`config.mk`:
```
export PLATFORM = sky130hd
export DESIGN_NAME = multicycle_control_flat
export DESIGN_NICKNAME = d
export VERILOG_FILES = /design/src/rtl/multicycle_control_pkg.sv /design/src/rtl/multicycle_control_if.sv /design/src/rtl/multicycle_control_pc.sv /design/src/rtl/multicycle_control.sv /design/src/flat_wrapper.sv
export SDC_FILE = /design/constraint.sdc
export NUM_CORES = 1
export LEC_CHECK = 0
export CORE_UTILIZATION = 48
export DETAILED_ROUTE_END_ITERATION = 7
export PLACE_DENSITY = 0.8
export SETUP_SLACK_MARGIN = 0.3
export SYNTH_ARGS = -nofsm -noshare
export SYNTH_HDL_FRONTEND = slang
export SYNTH_SLANG_ARGS = --single-unit
```
`constraint.sdc`:
```
create_clock -name clk -period 3.5 [get_ports clk]
set_clock_uncertainty 0.15 [all_clocks]
set_input_delay 0.7 -clock clk [delete_from_list [all_inputs] [get_ports clk]]
set_output_delay 0.7 -clock clk [all_outputs]
set_load 0.005 [all_outputs]
```
`src/rtl/multicycle_control_pkg.sv`:
```
// Shared opcode map, ALU encodings, FSM state/PC-op types and decode helpers
// for the multicycle_control sequencer.
package multicycle_control_pkg;

    localparam logic [4:0] OP_ADD   = 5'h00;
    localparam logic [4:0] OP_SUB   = 5'h01;
    localparam logic [4:0] OP_ADDI  = 5'h02;
    localparam logic [4:0] OP_SUBI  = 5'h03;
    localparam logic [4:0] OP_MUL2  = 5'h04;
    localparam logic [4:0] OP_DIV2  = 5'h05;
    localparam logic [4:0] OP_CLR   = 5'h06;
    localparam logic [4:0] OP_NOP   = 5'h07;
    localparam logic [4:0] OP_MOV   = 5'h08;
    localparam logic [4:0] OP_JMP   = 5'h09;
    localparam logic [4:0] OP_OUT   = 5'h0A;
    localparam logic [4:0] OP_LOAD  = 5'h0B;
    localparam logic [4:0] OP_STORE = 5'h0C;
    localparam logic [4:0] OP_AND   = 5'h0D;
    localparam logic [4:0] OP_OR    = 5'h0E;
    localparam logic [4:0] OP_XOR   = 5'h0F;
    localparam logic [4:0] OP_JZ    = 5'h10;
    localparam logic [4:0] OP_JN    = 5'h11;
    localparam logic [4:0] OP_JC    = 5'h12;
    localparam logic [4:0] OP_HALT  = 5'h13;

    localparam logic [2:0] ALU_ADD  = 3'b000;
    localparam logic [2:0] ALU_SUB  = 3'b001;
    localparam logic [2:0] ALU_MUL2 = 3'b010;
    localparam logic [2:0] ALU_DIV2 = 3'b011;
    localparam logic [2:0] ALU_PASS = 3'b100;
    localparam logic [2:0] ALU_AND  = 3'b101;
    localparam logic [2:0] ALU_OR   = 3'b110;
    localparam logic [2:0] ALU_XOR  = 3'b111;

    typedef enum logic [2:0] {
        ST_FETCH    = 3'd0,
        ST_DECODE   = 3'd1,
        ST_EXECUTE  = 3'd2,
        ST_OUT_WAIT = 3'd3,
        ST_HALTED   = 3'd4
    } state_t;

    typedef enum logic [1:0] {
        PC_HOLD = 2'd0,
        PC_INC  = 2'd1,
        PC_JUMP = 2'd2
    } pc_op_t;

    // Opcodes whose execution produces fresh ALU flags worth capturing.
    function automatic logic is_alu_op(input logic [4:0] opcode);
        logic alu;
        case (opcode)
            OP_ADD, OP_SUB, OP_ADDI, OP_SUBI, OP_MUL2, OP_DIV2, OP_CLR,
            OP_MOV, OP_AND, OP_OR, OP_XOR: alu = 1'b1;
            default:                       alu = 1'b0;
        endcase
        return alu;
    endfunction

endpackage

```
`src/rtl/multicycle_control_if.sv`:
```
// Bus between the control sequencer, instruction memory and data_unit.
interface multicycle_control_if #(
    parameter int OPCODE_WIDTH      = 5,
    parameter int SEL_WIDTH         = 3,
    parameter int INSTRUCTION_WIDTH = OPCODE_WIDTH + 2 * SEL_WIDTH,
    parameter int ADDR_BITS_WIDTH   = 6,
    parameter int DATA_WIDTH        = 8
);
    logic [ADDR_BITS_WIDTH-1:0]   instr_addr;
    logic [INSTRUCTION_WIDTH-1:0] instruction;
    logic                         zero_flag;
    logic                         carrier_flag;
    logic                         negative_flag;
    logic [2:0]                   operation_select;
    logic [SEL_WIDTH-1:0]         selector_reg_a;
    logic [SEL_WIDTH-1:0]         selector_reg_b;
    logic [SEL_WIDTH-1:0]         destination_select;
    logic [DATA_WIDTH-1:0]        constant_in;
    logic                         mb_select;
    logic                         md_select;
    logic                         load_enable;
    logic                         ram_enable;
    logic                         output_valid;
    logic                         output_ready;
    logic                         halted;
    logic                         illegal_op;

    modport master (
        output instr_addr, operation_select, selector_reg_a, selector_reg_b,
               destination_select, constant_in, mb_select, md_select,
               load_enable, ram_enable, output_valid, halted, illegal_op,
        input  instruction, zero_flag, carrier_flag, negative_flag, output_ready
    );

    modport slave (
        input  instr_addr, operation_select, selector_reg_a, selector_reg_b,
               destination_select, constant_in, mb_select, md_select,
               load_enable, ram_enable, output_valid, halted, illegal_op,
        output instruction, zero_flag, carrier_flag, negative_flag, output_ready
    );
endinterface

```
`src/rtl/multicycle_control_pc.sv`:
```
// Program counter: hold, increment (wrapping at the top address) or load a jump target.
module multicycle_control_pc
    import multicycle_control_pkg::*;
#(
    parameter int ADDR_BITS_WIDTH = 6
) (
    input  logic                       clk,
    input  logic                       rst_n,
    input  pc_op_t                     pc_op,
    input  logic [ADDR_BITS_WIDTH-1:0] jump_target,
    output logic [ADDR_BITS_WIDTH-1:0] pc
);
    localparam logic [ADDR_BITS_WIDTH-1:0] PC_ONE = {{(ADDR_BITS_WIDTH-1){1'b0}}, 1'b1};

    // PC register; increment overflow wraps silently to address 0.
    always_ff @(posedge clk or negedge rst_n) begin
        if (!rst_n) begin
            pc <= {ADDR_BITS_WIDTH{1'b0}};
        end else begin
            case (pc_op)
                PC_INC:  pc <= pc + PC_ONE;
                PC_JUMP: pc <= jump_target;
                default: pc <= pc;
            endcase
        end
    end
endmodule

```
`src/rtl/multicycle_control.sv`:
```
// Multi-cycle FETCH/DECODE/EXECUTE sequencer with OUT handshake and HALT.
// Optional CTRL_PERF_CNT_EN adds saturating retired_count / cycle_count outputs.
module multicycle_control
    import multicycle_control_pkg::*;
#(
    parameter int OPCODE_WIDTH      = 5,
    parameter int SEL_WIDTH         = 3,
    parameter int INSTRUCTION_WIDTH = OPCODE_WIDTH + 2 * SEL_WIDTH,
    parameter int ADDR_BITS_WIDTH   = 6,
    parameter int DATA_WIDTH        = 8
) (
    input  logic        clk,
    input  logic        reset,
`ifdef CTRL_PERF_CNT_EN
    output logic [15:0] retired_count,
    output logic [15:0] cycle_count,
`endif
    multicycle_control_if.master bus
);
    localparam int S = SEL_WIDTH;

    state_t                       state_r, state_next_s;
    pc_op_t                       pc_op_s;
    logic [ADDR_BITS_WIDTH-1:0]   pc_s;
    logic [INSTRUCTION_WIDTH-1:0] instr_r, instr_s;
    logic [OPCODE_WIDTH-1:0]      opcode_s;
    logic [2:0]                   flags_r;          // {zero, carry, negative}
    logic                         flags_we_s, take_jump_s, ctrl_active_s;
    logic                         load_r, ram_r, illegal_r, valid_r, halted_r;
    logic                         load_next_s, ram_next_s, illegal_next_s, valid_next_s, halted_next_s;
    logic [2:0]                   op_s;
    logic [S-1:0]                 sel_a_s, sel_b_s, dest_s;
    logic [DATA_WIDTH-1:0]        const_s;
    logic                         mb_s, md_s;

    // Memory data is only valid during DECODE; afterwards the latched copy is used.
    always_comb begin
        if (state_r == ST_DECODE) begin
            instr_s = bus.instruction;
        end else begin
            instr_s = instr_r;
        end
    end

    assign opcode_s      = instr_s[INSTRUCTION_WIDTH-1 -: OPCODE_WIDTH];
    assign ctrl_active_s = (state_r == ST_DECODE) || (state_r == ST_EXECUTE) || (state_r == ST_OUT_WAIT);

    // Static datapath controls, held from DECODE through the end of the instruction.
    always_comb begin
        op_s    = ALU_ADD;
        sel_a_s = '0;
        sel_b_s = '0;
        dest_s  = '0;
        const_s = '0;
        mb_s    = 1'b0;
        md_s    = 1'b0;
        if (ctrl_active_s) begin
            sel_a_s = instr_s[2*S-1:S];
            sel_b_s = instr_s[S-1:0];
            dest_s  = instr_s[2*S-1:S];
            const_s = DATA_WIDTH'(instr_s[S-1:0]);
            case (opcode_s)
                OP_SUB:   op_s = ALU_SUB;
                OP_ADDI:  mb_s = 1'b1;
                OP_SUBI:  begin op_s = ALU_SUB;  mb_s = 1'b1; end
                OP_MUL2:  begin op_s = ALU_MUL2; mb_s = 1'b1; end
                OP_DIV2:  begin op_s = ALU_DIV2; mb_s = 1'b1; end
                OP_CLR:   begin op_s = ALU_PASS; mb_s = 1'b1; const_s = '0; end
                OP_MOV:   begin op_s = ALU_PASS; sel_a_s = instr_s[S-1:0]; sel_b_s = instr_s[2*S-1:S]; end
                OP_LOAD:  md_s = 1'b1;
                OP_AND:   op_s = ALU_AND;
                OP_OR:    op_s = ALU_OR;
                OP_XOR:   op_s = ALU_XOR;
                default:  op_s = ALU_ADD;
            endcase
        end else begin
            const_s = '0;
        end
    end

    // Conditional jumps look at the registered flags from the last ALU instruction.
    always_comb begin
        case (opcode_s)
            OP_JMP:  take_jump_s = 1'b1;
            OP_JZ:   take_jump_s = flags_r[2];
            OP_JC:   take_jump_s = flags_r[1];
            OP_JN:   take_jump_s = flags_r[0];
            default: take_jump_s = 1'b0;
        endcase
    end

    // Next-state, PC action and next values of the registered strobes.
    always_comb begin
        state_next_s   = state_r;
        pc_op_s        = PC_HOLD;
        flags_we_s     = 1'b0;
        load_next_s    = 1'b0;
        ram_next_s     = 1'b0;
        illegal_next_s = 1'b0;
        valid_next_s   = valid_r;
        halted_next_s  = halted_r;
        case (state_r)
            ST_FETCH: begin
                state_next_s = ST_DECODE;
            end
            ST_DECODE: begin
                state_next_s   = ST_EXECUTE;
                load_next_s    = is_alu_op(opcode_s) || (opcode_s == OP_LOAD);
                ram_next_s     = (opcode_s == OP_LOAD) || (opcode_s == OP_STORE);
                illegal_next_s = (opcode_s > OP_HALT);
            end
            ST_EXECUTE: begin
                flags_we_s = is_alu_op(opcode_s);
                if (opcode_s == OP_OUT) begin
                    state_next_s = ST_OUT_WAIT;
                    valid_next_s = 1'b1;
                end else if (opcode_s == OP_HALT) begin
                    state_next_s  = ST_HALTED;
                    halted_next_s = 1'b1;
                end else begin
                    state_next_s = ST_FETCH;
                    pc_op_s      = take_jump_s ? PC_JUMP : PC_INC;
                end
            end
            ST_OUT_WAIT: begin
                if (bus.output_ready) begin
                    state_next_s = ST_FETCH;
                    pc_op_s      = PC_INC;
                    valid_next_s = 1'b0;
                end else begin
                    state_next_s = ST_OUT_WAIT;
                end
            end
            ST_HALTED: begin
                state_next_s = ST_HALTED;
            end
            default: begin
                state_next_s = ST_FETCH;
            end
        endcase
    end

    // State, latched instruction, flag register and strobe registers.
    always_ff @(posedge clk or negedge reset) begin
        if (!reset) begin
            state_r   <= ST_FETCH;
            instr_r   <= '0;
            flags_r   <= 3'b000;
            load_r    <= 1'b0;
            ram_r     <= 1'b0;
            illegal_r <= 1'b0;
            valid_r   <= 1'b0;
            halted_r  <= 1'b0;
        end else begin
            state_r   <= state_next_s;
            load_r    <= load_next_s;
            ram_r     <= ram_next_s;
            illegal_r <= illegal_next_s;
            valid_r   <= valid_next_s;
            halted_r  <= halted_next_s;
            if (state_r == ST_DECODE) begin
                instr_r <= bus.instruction;
            end
            if (flags_we_s) begin
                flags_r <= {bus.zero_flag, bus.carrier_flag, bus.negative_flag};
            end
        end
    end

    multicycle_control_pc #(
        .ADDR_BITS_WIDTH(ADDR_BITS_WIDTH)
    ) u_pc (
        .clk        (clk),
        .rst_n      (reset),
        .pc_op      (pc_op_s),
        .jump_target(instr_s[ADDR_BITS_WIDTH-1:0]),
        .pc         (pc_s)
    );

    assign bus.instr_addr         = pc_s;
    assign bus.operation_select   = op_s;
    assign bus.selector_reg_a     = sel_a_s;
    assign bus.selector_reg_b     = sel_b_s;
    assign bus.destination_select = dest_s;
    assign bus.constant_in        = const_s;
    assign bus.mb_select          = mb_s;
    assign bus.md_select          = md_s;
    assign bus.load_enable        = load_r;
    assign bus.ram_enable         = ram_r;
    assign bus.illegal_op         = illegal_r;
    assign bus.output_valid       = valid_r;
    assign bus.halted             = halted_r;

`ifdef CTRL_PERF_CNT_EN
    logic [15:0] retired_r, cycles_r;
    logic        retire_s;

    assign retire_s = ((state_r == ST_EXECUTE) && (opcode_s != OP_OUT)) ||
                      ((state_r == ST_OUT_WAIT) && bus.output_ready);

    // Saturating retired-instruction and active-cycle counters.
    always_ff @(posedge clk or negedge reset) begin
        if (!reset) begin
            retired_r <= 16'h0000;
            cycles_r  <= 16'h0000;
        end else begin
            if (retire_s && (retired_r != 16'hFFFF)) begin
                retired_r <= retired_r + 16'h0001;
            end
            if ((state_r != ST_HALTED) && (cycles_r != 16'hFFFF)) begin
                cycles_r <= cycles_r + 16'h0001;
            end
        end
    end

    assign retired_count = retired_r;
    assign cycle_count   = cycles_r;
`endif
endmodule

```
`src/flat_wrapper.sv`:
```
// flat-port wrapper written by rule: the top's interface ports become plain ports
module multicycle_control_flat import multicycle_control_pkg::*;
#(
    parameter int OPCODE_WIDTH      = 5,
    parameter int SEL_WIDTH         = 3,
    parameter int INSTRUCTION_WIDTH = OPCODE_WIDTH + 2 * SEL_WIDTH,
    parameter int ADDR_BITS_WIDTH   = 6,
    parameter int DATA_WIDTH        = 8
)
  (clk, reset, bus_instr_addr, bus_operation_select, bus_selector_reg_a, bus_selector_reg_b, bus_destination_select, bus_constant_in, bus_mb_select, bus_md_select, bus_load_enable, bus_ram_enable, bus_output_valid, bus_halted, bus_illegal_op, bus_instruction, bus_zero_flag, bus_carrier_flag, bus_negative_flag, bus_output_ready);
  multicycle_control_if #(.OPCODE_WIDTH(OPCODE_WIDTH), .SEL_WIDTH(SEL_WIDTH), .INSTRUCTION_WIDTH(INSTRUCTION_WIDTH), .ADDR_BITS_WIDTH(ADDR_BITS_WIDTH), .DATA_WIDTH(DATA_WIDTH)) bus_i ();
  input  logic clk;
  input  logic reset;
  output wire logic [$bits(bus_i.instr_addr)-1:0] bus_instr_addr;
  output wire logic [$bits(bus_i.operation_select)-1:0] bus_operation_select;
  output wire logic [$bits(bus_i.selector_reg_a)-1:0] bus_selector_reg_a;
  output wire logic [$bits(bus_i.selector_reg_b)-1:0] bus_selector_reg_b;
  output wire logic [$bits(bus_i.destination_select)-1:0] bus_destination_select;
  output wire logic [$bits(bus_i.constant_in)-1:0] bus_constant_in;
  output wire logic [$bits(bus_i.mb_select)-1:0] bus_mb_select;
  output wire logic [$bits(bus_i.md_select)-1:0] bus_md_select;
  output wire logic [$bits(bus_i.load_enable)-1:0] bus_load_enable;
  output wire logic [$bits(bus_i.ram_enable)-1:0] bus_ram_enable;
  output wire logic [$bits(bus_i.output_valid)-1:0] bus_output_valid;
  output wire logic [$bits(bus_i.halted)-1:0] bus_halted;
  output wire logic [$bits(bus_i.illegal_op)-1:0] bus_illegal_op;
  input wire logic [$bits(bus_i.instruction)-1:0] bus_instruction;
  input wire logic [$bits(bus_i.zero_flag)-1:0] bus_zero_flag;
  input wire logic [$bits(bus_i.carrier_flag)-1:0] bus_carrier_flag;
  input wire logic [$bits(bus_i.negative_flag)-1:0] bus_negative_flag;
  input wire logic [$bits(bus_i.output_ready)-1:0] bus_output_ready;
  assign bus_instr_addr = bus_i.instr_addr;
  assign bus_operation_select = bus_i.operation_select;
  assign bus_selector_reg_a = bus_i.selector_reg_a;
  assign bus_selector_reg_b = bus_i.selector_reg_b;
  assign bus_destination_select = bus_i.destination_select;
  assign bus_constant_in = bus_i.constant_in;
  assign bus_mb_select = bus_i.mb_select;
  assign bus_md_select = bus_i.md_select;
  assign bus_load_enable = bus_i.load_enable;
  assign bus_ram_enable = bus_i.ram_enable;
  assign bus_output_valid = bus_i.output_valid;
  assign bus_halted = bus_i.halted;
  assign bus_illegal_op = bus_i.illegal_op;
  assign bus_i.instruction = bus_instruction;
  assign bus_i.zero_flag = bus_zero_flag;
  assign bus_i.carrier_flag = bus_carrier_flag;
  assign bus_i.negative_flag = bus_negative_flag;
  assign bus_i.output_ready = bus_output_ready;
  multicycle_control #(.OPCODE_WIDTH(OPCODE_WIDTH), .SEL_WIDTH(SEL_WIDTH), .INSTRUCTION_WIDTH(INSTRUCTION_WIDTH), .ADDR_BITS_WIDTH(ADDR_BITS_WIDTH), .DATA_WIDTH(DATA_WIDTH)) u_core (.clk(clk), .reset(reset), .bus(bus_i));
endmodule
```
* Word level (Yosys, flattened, before mapping)
Memory sizes are Yosys's and may differ from the RTL's. Index checks and enable logic that the tools add are counted.
Storage, ports and cells: memories 2, register bits 28, ROM bits 32, input bits 17, word-level logic and storage cells 87, output and inout bits 33
Memory list:
- (no name shown) | depth 16, bits a word 1, rd ports 1, clocked after memory_dff 0, wr ports 0, RTL line multicycle_control_pkg.sv:52 | case (opcode)
- (no name shown) | depth 16, bits a word 1, rd ports 1, clocked after memory_dff 0, wr ports 0, RTL line multicycle_control_pkg.sv:52
Operators by class: equal/unequal tests 26, add/sub/neg operators 1, bitwise logic cells 1, $lt $le $gt $ge 1, mux-type cells 35, reductions and logical operators 12
Operators by type and width (number):
- 5-bit by 4-bit equality test with 1-bit output, second input constant | 8
- 3-bit 2-to-1 mux | 10
- 3-bit case mux with 7 select lines | 1
- 5-bit equality test, second input constant | 4
- 5-bit by 3-bit equality test with 1-bit output, second input constant | 3
- 3-bit case mux with 5 select lines | 1
- 1-bit 2-to-1 mux | 14
- 6-bit case mux with 2 select lines | 1
- 11-bit 2-to-1 mux | 1
- 5-bit by 2-bit equality test with 1-bit output, second input constant | 2
- 2-bit 2-to-1 mux | 4
- 6-bit by 1-bit adder with 6-bit output, second input constant | 1
- 3-bit by 2-bit equality test with 1-bit output, second input constant | 2
- 3-bit AND reduction | 2
- 5-bit by 1-bit equality test with 1-bit output, second input constant | 1
- 5-bit > comparator, second input constant | 1
- 5-bit OR reduction | 1
- 1-bit logical OR | 4
- 2-bit != test, second input constant | 2
- 1-bit case mux with 4 select lines | 1
- 2-bit case mux with 2 select lines | 1
- 2-bit nonzero test | 2
- 2-bit OR reduction | 2
- 3-bit by 1-bit equality test with 1-bit output, second input constant | 1
- other kinds (6) | 6

* Depth between registers and ports, before layout
Gate-level depths: netlist (run 1).
word-level depth 10, gate-level depth with buffers 12

* Hierarchy
Synthesis (run 1) repeated with hierarchy kept, for this count alone.
Second synthesis, totals: cells, all modules 206, area total of the unflattened synthesis 1941.9 µm²
By module, submodules not included:
- multicycle_control | times used 1, sequential area each 550.5 µm², cells each 165, area each 1566.5 µm²
- multicycle_control_pc | times used 1, sequential area each 150.1 µm², cells each 41, area each 375.4 µm²

* Least setup slack after synthesis (run 1)
No wires, ideal clock.
path kind register to register, start register u_core.state_r[1], end register u_core.u_pc.pc[3], path slack 684 ps, cell stages (with the launch flop) 12, buffers on the path 2, arrival time 2532 ps, setup time 134 ps, cells stage by stage dfrtp_1 -> or3b_1 -> buf_6 -> mux2i_4 -> mux2i_1 -> o32a_1 -> a21boi_1 -> ha_1 -> clkbuf_1 -> a31oi_1 -> o21ai_0 -> o21ai_0
On the way: cells in the longest elaborated chain, start to end 10, elaborated cells on any way between the ends 19
RTL lines:
- start: declaration | RTL line multicycle_control.sv:22 | state_t state_r, state_next_s;
- start signal: assignment | RTL line multicycle_control.sv:155 | state_r <= state_next_s;
- 3-bit by 1-bit equality test with 1-bit output | RTL line multicycle_control.sv:38 | if (state_r == ST_DECODE) begin
- 11-bit 2-to-1 mux | RTL line multicycle_control.sv:38
- 5-bit equality test / 5-bit by 4-bit equality test with 1-bit output (equally long branches) | RTL line multicycle_control.sv:83 | case (opcode_s)
- 1-bit case mux with 4 select lines | RTL line multicycle_control.sv:83
- 2-bit 2-to-1 mux | RTL line multicycle_control.sv:122 | pc_op_s = take_jump_s ? PC_JUMP : PC_INC;
- 2-bit 2-to-1 mux | RTL line multicycle_control.sv:117 | end else if (opcode_s == OP_HALT) begin
- 2-bit 2-to-1 mux | RTL line multicycle_control.sv:114 | if (opcode_s == OP_OUT) begin
- 2-bit case mux with 2 select lines | RTL line multicycle_control.sv:102 | case (state_r)
- 2-bit equality test / 2-bit by 1-bit equality test with 1-bit output (equally long branches) | RTL line multicycle_control_pc.sv:20 | case (pc_op)
- 6-bit case mux with 2 select lines / 2-bit nonzero test (equally long branches)
- end signal: assignment | RTL line multicycle_control_pc.sv:21 | PC_INC: pc <= pc + PC_ONE;
- end signal: assignment | RTL line multicycle_control_pc.sv:22 | PC_JUMP: pc <= jump_target;
- end signal: assignment | RTL line multicycle_control_pc.sv:23 | default: pc <= pc;
- end: declaration | RTL line multicycle_control_pc.sv:11 | output logic [ADDR_BITS_WIDTH-1:0] pc
Parallel ways exist; a longest one is shown, timed or not. A chain may end at the register's enable or synchronous reset.

* Worst setup path in the final report (run 1)
start input bus_instruction[6], end output bus_selector_reg_a[0]
On the way: cells in the longest elaborated chain, start to end 4
RTL lines:
- start: declaration | RTL line flat_wrapper.sv:27 | input wire logic [$bits(bus_i.instruction)-1:0] bus_instruction;
- 11-bit 2-to-1 mux | RTL line multicycle_control.sv:38
- 5-bit by 4-bit equality test with 1-bit output | RTL line multicycle_control.sv:62 | case (opcode_s)
- 3-bit 2-to-1 mux | RTL line multicycle_control.sv:62
- 3-bit 2-to-1 mux | RTL line multicycle_control.sv:57 | if (ctrl_active_s) begin
- end: declaration | RTL line flat_wrapper.sv:16 | output wire logic [$bits(bus_i.selector_reg_a)-1:0] bus_selector_reg_a;
Every way passes these cells.

==> results.toml, run 1 <==
[status]
outcome = "complete, no violations"

[drt]
num_vias = 1860
wire_per_inst_um = 16.5
routed_wl_um = 5490
top_layer_used = "met4"
first_pass_iters = 4
wl_met3_um = 335
route.detailed.drc = 0
routedLengthMet1_um = 2360
antenna_left = 0
dr_wl_met2_um = 2650
drt_iter0_drc = 124
vias_per_cell = 5.60

[cells_and_area]
drive_above_1_share_pct = 29.2
nNetsFinal = 304
final_cell_area_um2 = 2730
antenna_cells = 0
area_growth_pct = 48.4

[synth]
synth-seq-cells = 28
netlist.area_leader.share_pct = 38.0
synth-seq-area-share_pct = 38.0
synth.distinct_cells = 40
syn_area_um2 = 1840
synth-adder-area-share_pct = 1.36
synth_top_family_by_area = "simple AND/OR/NAND/NOR gates"
muxShareOfSynthArea_pct = 12.3
synth_area_leaders = "dfrtp_1 38%, mux2i_1 6.5%, nor2_1 5.7%, o21ai_0 5.4%, a211oi_1 3.7%"
synth_edf_count = 0
synth-simple-area-share_pct = 24.9
yosys_warnings = 0
netlist_instances = 213
syn_avg_cell_area_um2 = 8.65
synth_compound_area_share_pct = 16.0
async_flop_share_pct = 100
synth_xor_area_share_pct = 0.476
synth_flop_cell = "dfrtp_1"
yosysTopAreaCell = "dfrtp_1"
synth_commonest_cells = "28 x dfrtp_1, 28 x nor2_1, 20 x o21ai_0"

[critical_path]
slowest_delay_ns = 0.42
crit_family = "buffers and inverters"
r2r_cells = 11
cp-start-kind = "primary input"
slowest_stage = "clkdlybuf4s50_1"
crit_chain = "clkdlybuf4s50_1 > nand2b_4 > mux2i_2 > buf_4 > nand4_1 > buf_6 > a211oi_2 > dlygate4sd2_1"
crit_cells = 8
critPathBufInv = 4
end_kind = "output pin"
criticalPathCategory = "in -> out"
arrival_ns = 2.49
cp.required_ns = 2.65
crit_fanout = 6

[die]
pin_count = 50
rows = 22
start_util_pct = 50.3
die_height_um = 63.9
core_area_um2 = 3660
die-area_um2 = 4090
fp.dieW_um = 63.9

[clock_tree]
cts_max_level = 1
cts_root_buf = "clkbuf_8"
cts_tree = "yes"
clockBufferDepth = 2
holdBufCountCts = 0
cts-buffers-inserted = 3
clock_latency_ns = 0.28
clock-sinks = 28
clk_pin_slew_worst_paths_ns = 0.10

[power_and_ir_drop]
leakage_nw = 1.22
peakVddDrop_uv = 523
powerDensity_nw_per_um2 = 973
total_power_mw = 2.66

[placed_design]
dp_hpwl_um = 3520
place_congestion = 0.957
dpl_cell_area_um2 = 2410
port-buffer-count = 44

[timing]
finalCritPeriodShare_pct = 95.5
hold-worst-slack_ns = 0.317
hold_viol = 0
tns_ns = 0
period_needed_ns = 3.34
rsz0062_at_grt = "true"
setup_viol = 0
fmax_ghz = 0.299
slew_violations = 0

[grt]
grt_usage_pct = 27.0
grt_pass1_vias = 1742
grt_max_degree = 29
antenna_found_initial = 0
grt_pass1_wl_um = 8530
grt-ovfl-total = 0

[worst_hold_path]
hold-path-cell-count = 1
min_path_type = "reg -> reg"

[job]
maxCapViolCount = 0
where the power goes:
group | switching, mW | internal (mW) | total [mW]
logic | 0.902 | 0.889 | 1.79
registers | 0.141 | 0.465 | 0.607
clock network | 0.108 | 0.153 | 0.262
cells by family (layout without fill, tap and decap cells):
logic type / Yosys count / count (layout)
flops: 28 / 28
mux: 20 / 20
simple gates: 90 / 90
other cells: 1 / 5
fa+ha+maj: 2 / 2
xor+xnor: 1 / 1
buf+inv: 23 / 90
compound gates: 48 / 48
flip-flops by register name (all words and copies together) (netlist names):
signal	flops
u_core.bus.halted	1
u_core.bus.illegal_op	1
u_core.bus.load_enable	1
u_core.bus.output_valid	1
u_core.bus.ram_enable	1
u_core.flags_r	3
u_core.instr_r	11
u_core.state_r	3
u_core.u_pc.pc	6
final timing paths:
path,startpoint,to,slack (ns)
max,bus_instruction[6],bus_selector_reg_a[0],0.16
min,u_core.bus.halted$_DFFE_PN0P_,u_core.bus.halted$_DFFE_PN0P_,0.32
max reg2reg,u_core.state_r[1]$_DFF_PN0_,u_core.u_pc.pc[0]$_DFFE_PN0P_,0.39
min reg2reg,u_core.bus.halted$_DFFE_PN0P_,u_core.bus.halted$_DFFE_PN0P_,0.32
max in group asynchronous,reset,u_core.bus.halted$_DFFE_PN0P_,2.28
min in group asynchronous,reset,u_core.flags_r[0]$_DFFE_PN0P_,0.64
worst register-to-register path: cells and delay by family (launching register included):
kind | cells | cell delay [ns]
AO/OA/AOI/OAI | 3 | 0.71
adder cells (fa/ha/maj) | 1 | 0.16
buffers and inverters | 3 | 0.49
flip-flops | 1 | 0.39
multiplexers | 3 | 0.66
AND/OR/NAND/NOR | 1 | 0.48
metal layers:
layer,vias to the layer above,track usage [%]
met5,-,0
met4,0,7.10
met3,15,3.04
met2,84,42.4
met1,880,39.2
li1,881,-
area by class of cell:
type                            count  area (um^2)
Sequential cell                    28          701
Multi-Input combinational cell    166         1180
Tap cell                           48         60.1
Timing Repair Buffer               75          676
Clock buffer                        3         41.3
Inverter                           11         41.3
Fill cell                         263          928
Clock inverter                      1         30.0
stage by stage:
stage / setup slack (ns) / cells / util [%]
floorplan: 0.684 / 217 / -
detailed placement: 0.0630 / 315 / 65.9
global route: 0.102 / 332 / 74.6
CTS: 0.168 / 324 / 70.0
finish: 0.156 / 332 / 74.6
global placement: 0.0928 / 315 / 65.9
cell usage in the layout, fill, tap and decap left out, types with 3 or more instances in the layout:
cell type,synthesis,layout
clkbuf_2,0,3
nand2b_1,9,8
mux2_2,5,4
a31oi_1,4,3
a211oi_2,0,8
buf_6,2,7
inv_1,11,10
nor2b_1,5,4
nand3_1,7,6
dlygate4sd2_1,0,5
dfrtp_1,28,28
nor3b_1,5,5
mux2i_2,2,7
nor2_1,28,24
dlymetal6s2s_1,0,5
conb_1,1,5
mux2i_1,12,6
nor2_2,0,3
buf_2,2,3
clkdlybuf4s50_1,0,28
o21ai_0,20,19
nor3_1,7,5
a21oi_1,9,8
buf_4,5,24
clkbuf_8,0,3
nand2_1,17,17
repair_timing:
action	4_1_cts	5_1_grt
cloned	0	1
gates resized for setup	24	51
setup buffers	5	7
setup endpoints to repair	14	17
pin swaps	3	8
Power figures use the tool's default switching activity.
==> run 2: changes to the inputs <==
--- a/config.mk
+++ b/config.mk
@@ -5,9 +5,10 @@
 export SDC_FILE = /design/constraint.sdc
 export NUM_CORES = 1
 export LEC_CHECK = 0
-export CORE_UTILIZATION = 48
+export CORE_MARGIN = 2
+export CORE_UTILIZATION = 50
 export DETAILED_ROUTE_END_ITERATION = 7
-export PLACE_DENSITY = 0.8
+export DONT_BUFFER_PORTS = 1
 export SETUP_SLACK_MARGIN = 0.3
 export SYNTH_ARGS = -nofsm -noshare
 export SYNTH_HDL_FRONTEND = slang
==> run 2 against run 1 <==
Effect of this change:
- maximum frequency increased by 7.3%
- final area is 25% lower
- clock power fell by 3%
- final cell count down 18%
- critical path depth shrank 3
- highest routed layer unchanged
- clock-buffer cell count unchanged
- largest power group unchanged
- largest cell class unchanged
- register-to-register slack better by 0.16 ns
- power shrank 24%
- sequential share of layout area increased by 8.5 points
- worst hold slack got worse by 0.24 ns
- first-iteration DRC count is 18% lower
- die area grew 2.3%
==> results.toml, run 2 (same netlist as run 1, synthesis figures left out) <==
[status]
outcome = "complete, no violations"

[clock_tree]
clock-sinks = 28
cts_root_buf = "clkbuf_8"
cts-buffers-inserted = 3
clock_latency_ns = 0.27
cts_max_level = 1
clk_pin_slew_worst_paths_ns = 0.10
clockBufferDepth = 2
cts_tree = "yes"

[job]
maxCapViolCount = 0

[critical_path]
crit_chain = "or3b_2 > mux2i_1 > nand4_1 > buf_4 > a211oi_1"
critPathBufInv = 1
cp-start-kind = "flip-flop"
arrival_ns = 2.27
crit_fanout = 12
end_kind = "output pin"
slowest_stage = "or3b_2"
crit_family = "simple AND/OR/NAND/NOR gates"
slowest_delay_ns = 0.58
r2r_setup_slack_ns = 0.55
criticalPathCategory = "reg -> out"
cp.required_ns = 2.65

[grt]
grt_pass1_wl_um = 7440
grt_max_degree = 29
grt-ovfl-total = 0
top_usage_layer = "met2"
globalRouteMet2Util_pct = 39.6
grt_util_met3_pct = 4.17
antenna_found_initial = 0
grt_usage_pct = 22.6
use_met1_pct = 28.6
grt_pass1_vias = 1558

[placed_design]
dp_slack_ns = 0.294
placed_cells = 260
port-buffer-count = 0
dp_hpwl_um = 3350
place_congestion = 0.950
dpl_cell_area_um2 = 1890

[die]
pin_count = 50
core_area_um2 = 3610
rows = 22
die_height_um = 64.7
fp.dieW_um = 64.7
die-area_um2 = 4180
start_util_pct = 51.1

[cells_and_area]
drive_above_1_share_pct = 14.8
nNetsFinal = 243
antenna_cells = 0
seq_area_um2 = 701
largest_reg_flops = 11
final_cell_count_no_fill = 271
layout_common_cells = "28 x nor2_1, 28 x dfrtp_1, 20 x o21ai_0"
largestRegisters = "u_core.instr_r x11, u_core.u_pc.pc x6"
largest_register = "u_core.instr_r"
multi_input_area_um2 = 1070
area_growth_pct = 11.5
fill_cells = 342
utilization_pct = 56.9
final_cell_area_um2 = 2050

[power_and_ir_drop]
peakVddDrop_uv = 422
leakage_nw = 0.874
total_power_mw = 2.03
powerDensity_nw_per_um2 = 987

[timing]
finalCritPeriodShare_pct = 89.0
slew_violations = 0
fin_ws_ns = 0.385
setup_viol = 0
tns_ns = 0
hold_viol = 0
period_needed_ns = 3.12
rsz0062_at_grt = "true"
hold-worst-slack_ns = 0.0784
fmax_ghz = 0.321

[drt]
drt_iter0_drc = 102
routed_wl_um = 4510
vias_per_cell = 5.81
num_vias = 1575
route.detailed.drc = 0
wire_per_inst_um = 16.6
antenna_left = 0
first_pass_iters = 4

[worst_hold_path]
min_path_type = "in -> async"
==> run 2: cell count changes in the layout (fill, tap and decap cells not counted), moves of 5 or more <==
cell and change:
dlygate4sd2_1 -5, mux2i_1 +6, a211oi_1 +7, dlymetal6s2s_1 -5
mux2i_2 -7, a211oi_2 -7, buf_4 -12, clkdlybuf4s50_1 -28
buf_6 -7
==> run 2: layer usage <==
metal	part of all wire (%)	routed length [um]
met5	0	0
met2	52	2330
met4	0.75	34
met3	6.0	271
met1	41	1870
==> run 2: final timing paths <==
check	from	end	depth (start not counted)
worst max-delay path	u_core.state_r[2]$_DFF_PN0_	bus_selector_reg_b[1]	5
worst min-delay path	reset	u_core.state_r[2]$_DFF_PN0_	1
worst max register to register	u_core.state_r[2]$_DFF_PN0_	u_core.u_pc.pc[3]$_DFFE_PN0P_	10
worst min register to register	u_core.bus.halted$_DFFE_PN0P_	u_core.bus.halted$_DFFE_PN0P_	1
max in group asynchronous	reset	u_core.u_pc.pc[3]$_DFFE_PN0P_	1
min in group clk	u_core.bus.halted$_DFFE_PN0P_	u_core.bus.halted$_DFFE_PN0P_	1
==> run 2: final cells by class <==
type	instances	area share [%]
well taps	48	2.93
clock inverters	1	1.46
inverters	11	2.01
repair buffers	13	5.36
multi-input cells	167	52.1
flip-flops and latches	28	34.1
clock buffers	3	2.01
==> run 2: report_power, final <==
part / internal [mW] / switching (mW) / total (mW)
Combinational: 0.490 / 0.649 / 1.14
Clock: 0.153 / 0.102 / 0.255
Sequential: 0.465 / 0.167 / 0.632
Total: 1.11 / 0.918 / 2.03
==> run 2: timing repair <==
| action | in CTS | in global routing |
|---|---|---|
| setup endpoints to repair | 10 | 8 |
| gates resized for setup | 3 | 3 |
| gates cloned | 0 | 1 |
| hold buffers | 1 | 0 |
| buffers inserted | 0 | 5 |
| endpoints found under the hold margin | 28 | 0 |
| pin swaps | 0 | 1 |
==> run 3: changes to the inputs <==
--- a/config.mk
+++ b/config.mk
@@ -5,11 +5,12 @@
 export SDC_FILE = /design/constraint.sdc
 export NUM_CORES = 1
 export LEC_CHECK = 0
-export CORE_MARGIN = 2
-export CORE_UTILIZATION = 50
+export CORE_UTILIZATION = 60
 export DETAILED_ROUTE_END_ITERATION = 7
 export DONT_BUFFER_PORTS = 1
+export PLACE_DENSITY = 0.76
 export SETUP_SLACK_MARGIN = 0.3
+export SKIP_LAST_GASP = 1
 export SYNTH_ARGS = -nofsm -noshare
 export SYNTH_HDL_FRONTEND = slang
 export SYNTH_SLANG_ARGS = --single-unit
==> run 3 against run 2 <==
Effect of this change:
- non-clock buffer count shrank 2
- highest routed layer unchanged
- utilization is 15 points higher
- first-iteration DRC count is 5.9% higher
- maximum frequency barely moved
- worst hold slack gained 0.21 ns
- the run now ends with DRC left
- clock-buffer cell count is the same
- power hardly changed
- largest cell class unchanged
- final cell count down 7.0%
==> results.toml, run 3 (same netlist as run 1, synthesis figures left out) <==
[job]
maxCapViolCount = 0

[cells_and_area]
largest_register = "u_core.instr_r"
area_growth_pct = 9.99
largestRegisters = "u_core.instr_r x11, u_core.u_pc.pc x6"
layout_commonest_cell = "nor2_1"
nNetsFinal = 241
drive_above_1_share_pct = 16.7
layout_common_cells = "28 x nor2_1, 26 x dfrtp_1, 20 x o21ai_0"
largest_reg_flops = 11
antenna_cells = 0
final_cell_count_no_fill = 252

[timing]
rsz0062_at_grt = "false"
maxSlewHeadroom_pct = 67.7
period_needed_ns = 3.12
finalCritPeriodShare_pct = 89.0
tightest_slew_ns = 0.472
hold_viol = 0
fmax_ghz = 0.321
setup_viol = 0
slew_violations = 0
tns_ns = 0

[critical_path]
r2r_setup_slack_ns = 0.54
end_kind = "output pin"
criticalPathCategory = "reg -> out"
cp-start-kind = "flip-flop"
critPathLaunch = "u_core.state_r[2]$_DFF_PN0_"
cp.required_ns = 2.65
rr_startpoint = "u_core.state_r[2]$_DFF_PN0_"
arrival_ns = 2.27
crit_fanout = 9

[drt]
route.detailed.drc = 1
wire_per_inst_um = 17.6
first_pass_iters = 6
num_vias = 1634
drt_iter0_drc = 108
antenna_left = 0
vias_per_cell = 6.48
routed_wl_um = 4440

[power_and_ir_drop]
powerDensity_nw_per_um2 = 1000
peakVddDrop_uv = 523
total_power_mw = 2.03
leakage_nw = 0.850

[clock_tree]
cts-buffers-inserted = 3
cts_tree = "yes"
clk_pin_slew_worst_paths_ns = 0.16
clock-sinks = 28
cts_root_buf = "clkbuf_4"
cts_max_level = 1
clockBufferDepth = 2
clock_latency_ns = 0.34

[status]
failed_checks = "DRC"
outcome = "finished, violations left"

[worst_hold_path]
hold_path_startpoint = "bus_instruction[10]"
min_path_type = "in -> reg"

[die]
die_height_um = 57.4
rows = 19
pin_count = 50
die-area_um2 = 3300
core_area_um2 = 2830
fp.dieW_um = 57.4
start_util_pct = 65.1

[placed_design]
placed_cells = 241
port-buffer-count = 0
dp_hpwl_um = 3150
place_congestion = 0.880

[grt]
grt-ovfl-total = 0
grt_pass1_wl_um = 6980
grt_pass1_vias = 1406
grt_usage_pct = 27.9
antenna_found_initial = 0
grt_max_degree = 29
-- run 3: routing by layer --
layer	vias up	track usage (%)	wire length (um)
met5	-	0	0
met4	0	10.8	80
met3	10	7.48	384
met2	84	39.9	2020
met1	782	40.4	1960
li1	758	-	-
-- run 3: repair_timing --
action                                  in CTS  in global routing
resized for setup                            5                  7
endpoints found under the hold margin       28                  0
endpoints found under the setup margin      11                 15
gates cloned                                 0                  1
setup buffers                                0                  4
hold buffers                                 2                  0
pin swaps                                    0                  1
-- run 3: stage by stage --
step	setup slack (ns)	hold slack, ns	instance area (um^2)	util [%]
2_1_floorplan	0.684	0.254	1860	-
3_3_place_gp	0.313	0.255	1850	65.5
3_5_place_dp	0.244	0.255	1850	65.5
4_1_cts	0.325	0.272	1960	69.4
5_1_grt	0.278	0.272	2030	71.6
6_report	0.384	0.289	2030	71.6
-- run 3: report_power, final --
part           internal [mW]  switching, mW  total (mW)
logic                  0.493          0.675        1.17
registers              0.466          0.176       0.642
clock network          0.116          0.102       0.218
-- run 3: worst paths after layout --
kind / depth (start not counted) / end
setup / recovery: 6 / bus_operation_select[0]
hold / removal: 1 / u_core.bus.load_enable$_DFF_PN0_
setup reg to reg: 8 / u_core.u_pc.pc[0]$_DFFE_PN0P_
hold reg to reg: 1 / u_core.bus.halted$_DFFE_PN0P_
max in group asynchronous: 2 / u_core.state_r[2]$_DFF_PN0_
min in group asynchronous: 2 / u_core.bus.halted$_DFFE_PN0P_
-- run 3: critical path: stages, from the launching register on --
cell      delay [ns]
dfrtp_2         0.51
or3b_4          0.50
buf_4           0.20
mux2i_1         0.16
inv_1           0.15
nand3_1         0.14
a211oi_2        0.27
-- run 3: layout make-up --
| class | count | area (um^2) |
|---|---|---|
| Clock buffer | 3 | 22.5 |
| Fill cell | 222 | 803 |
| Tap cell | 31 | 38.8 |
| Clock inverter | 1 | 30.0 |
| Multi-Input combinational cell | 167 | 1090 |
| Inverter | 11 | 41.3 |
| Timing Repair Buffer | 11 | 97.6 |
| Sequential cell | 28 | 703 |
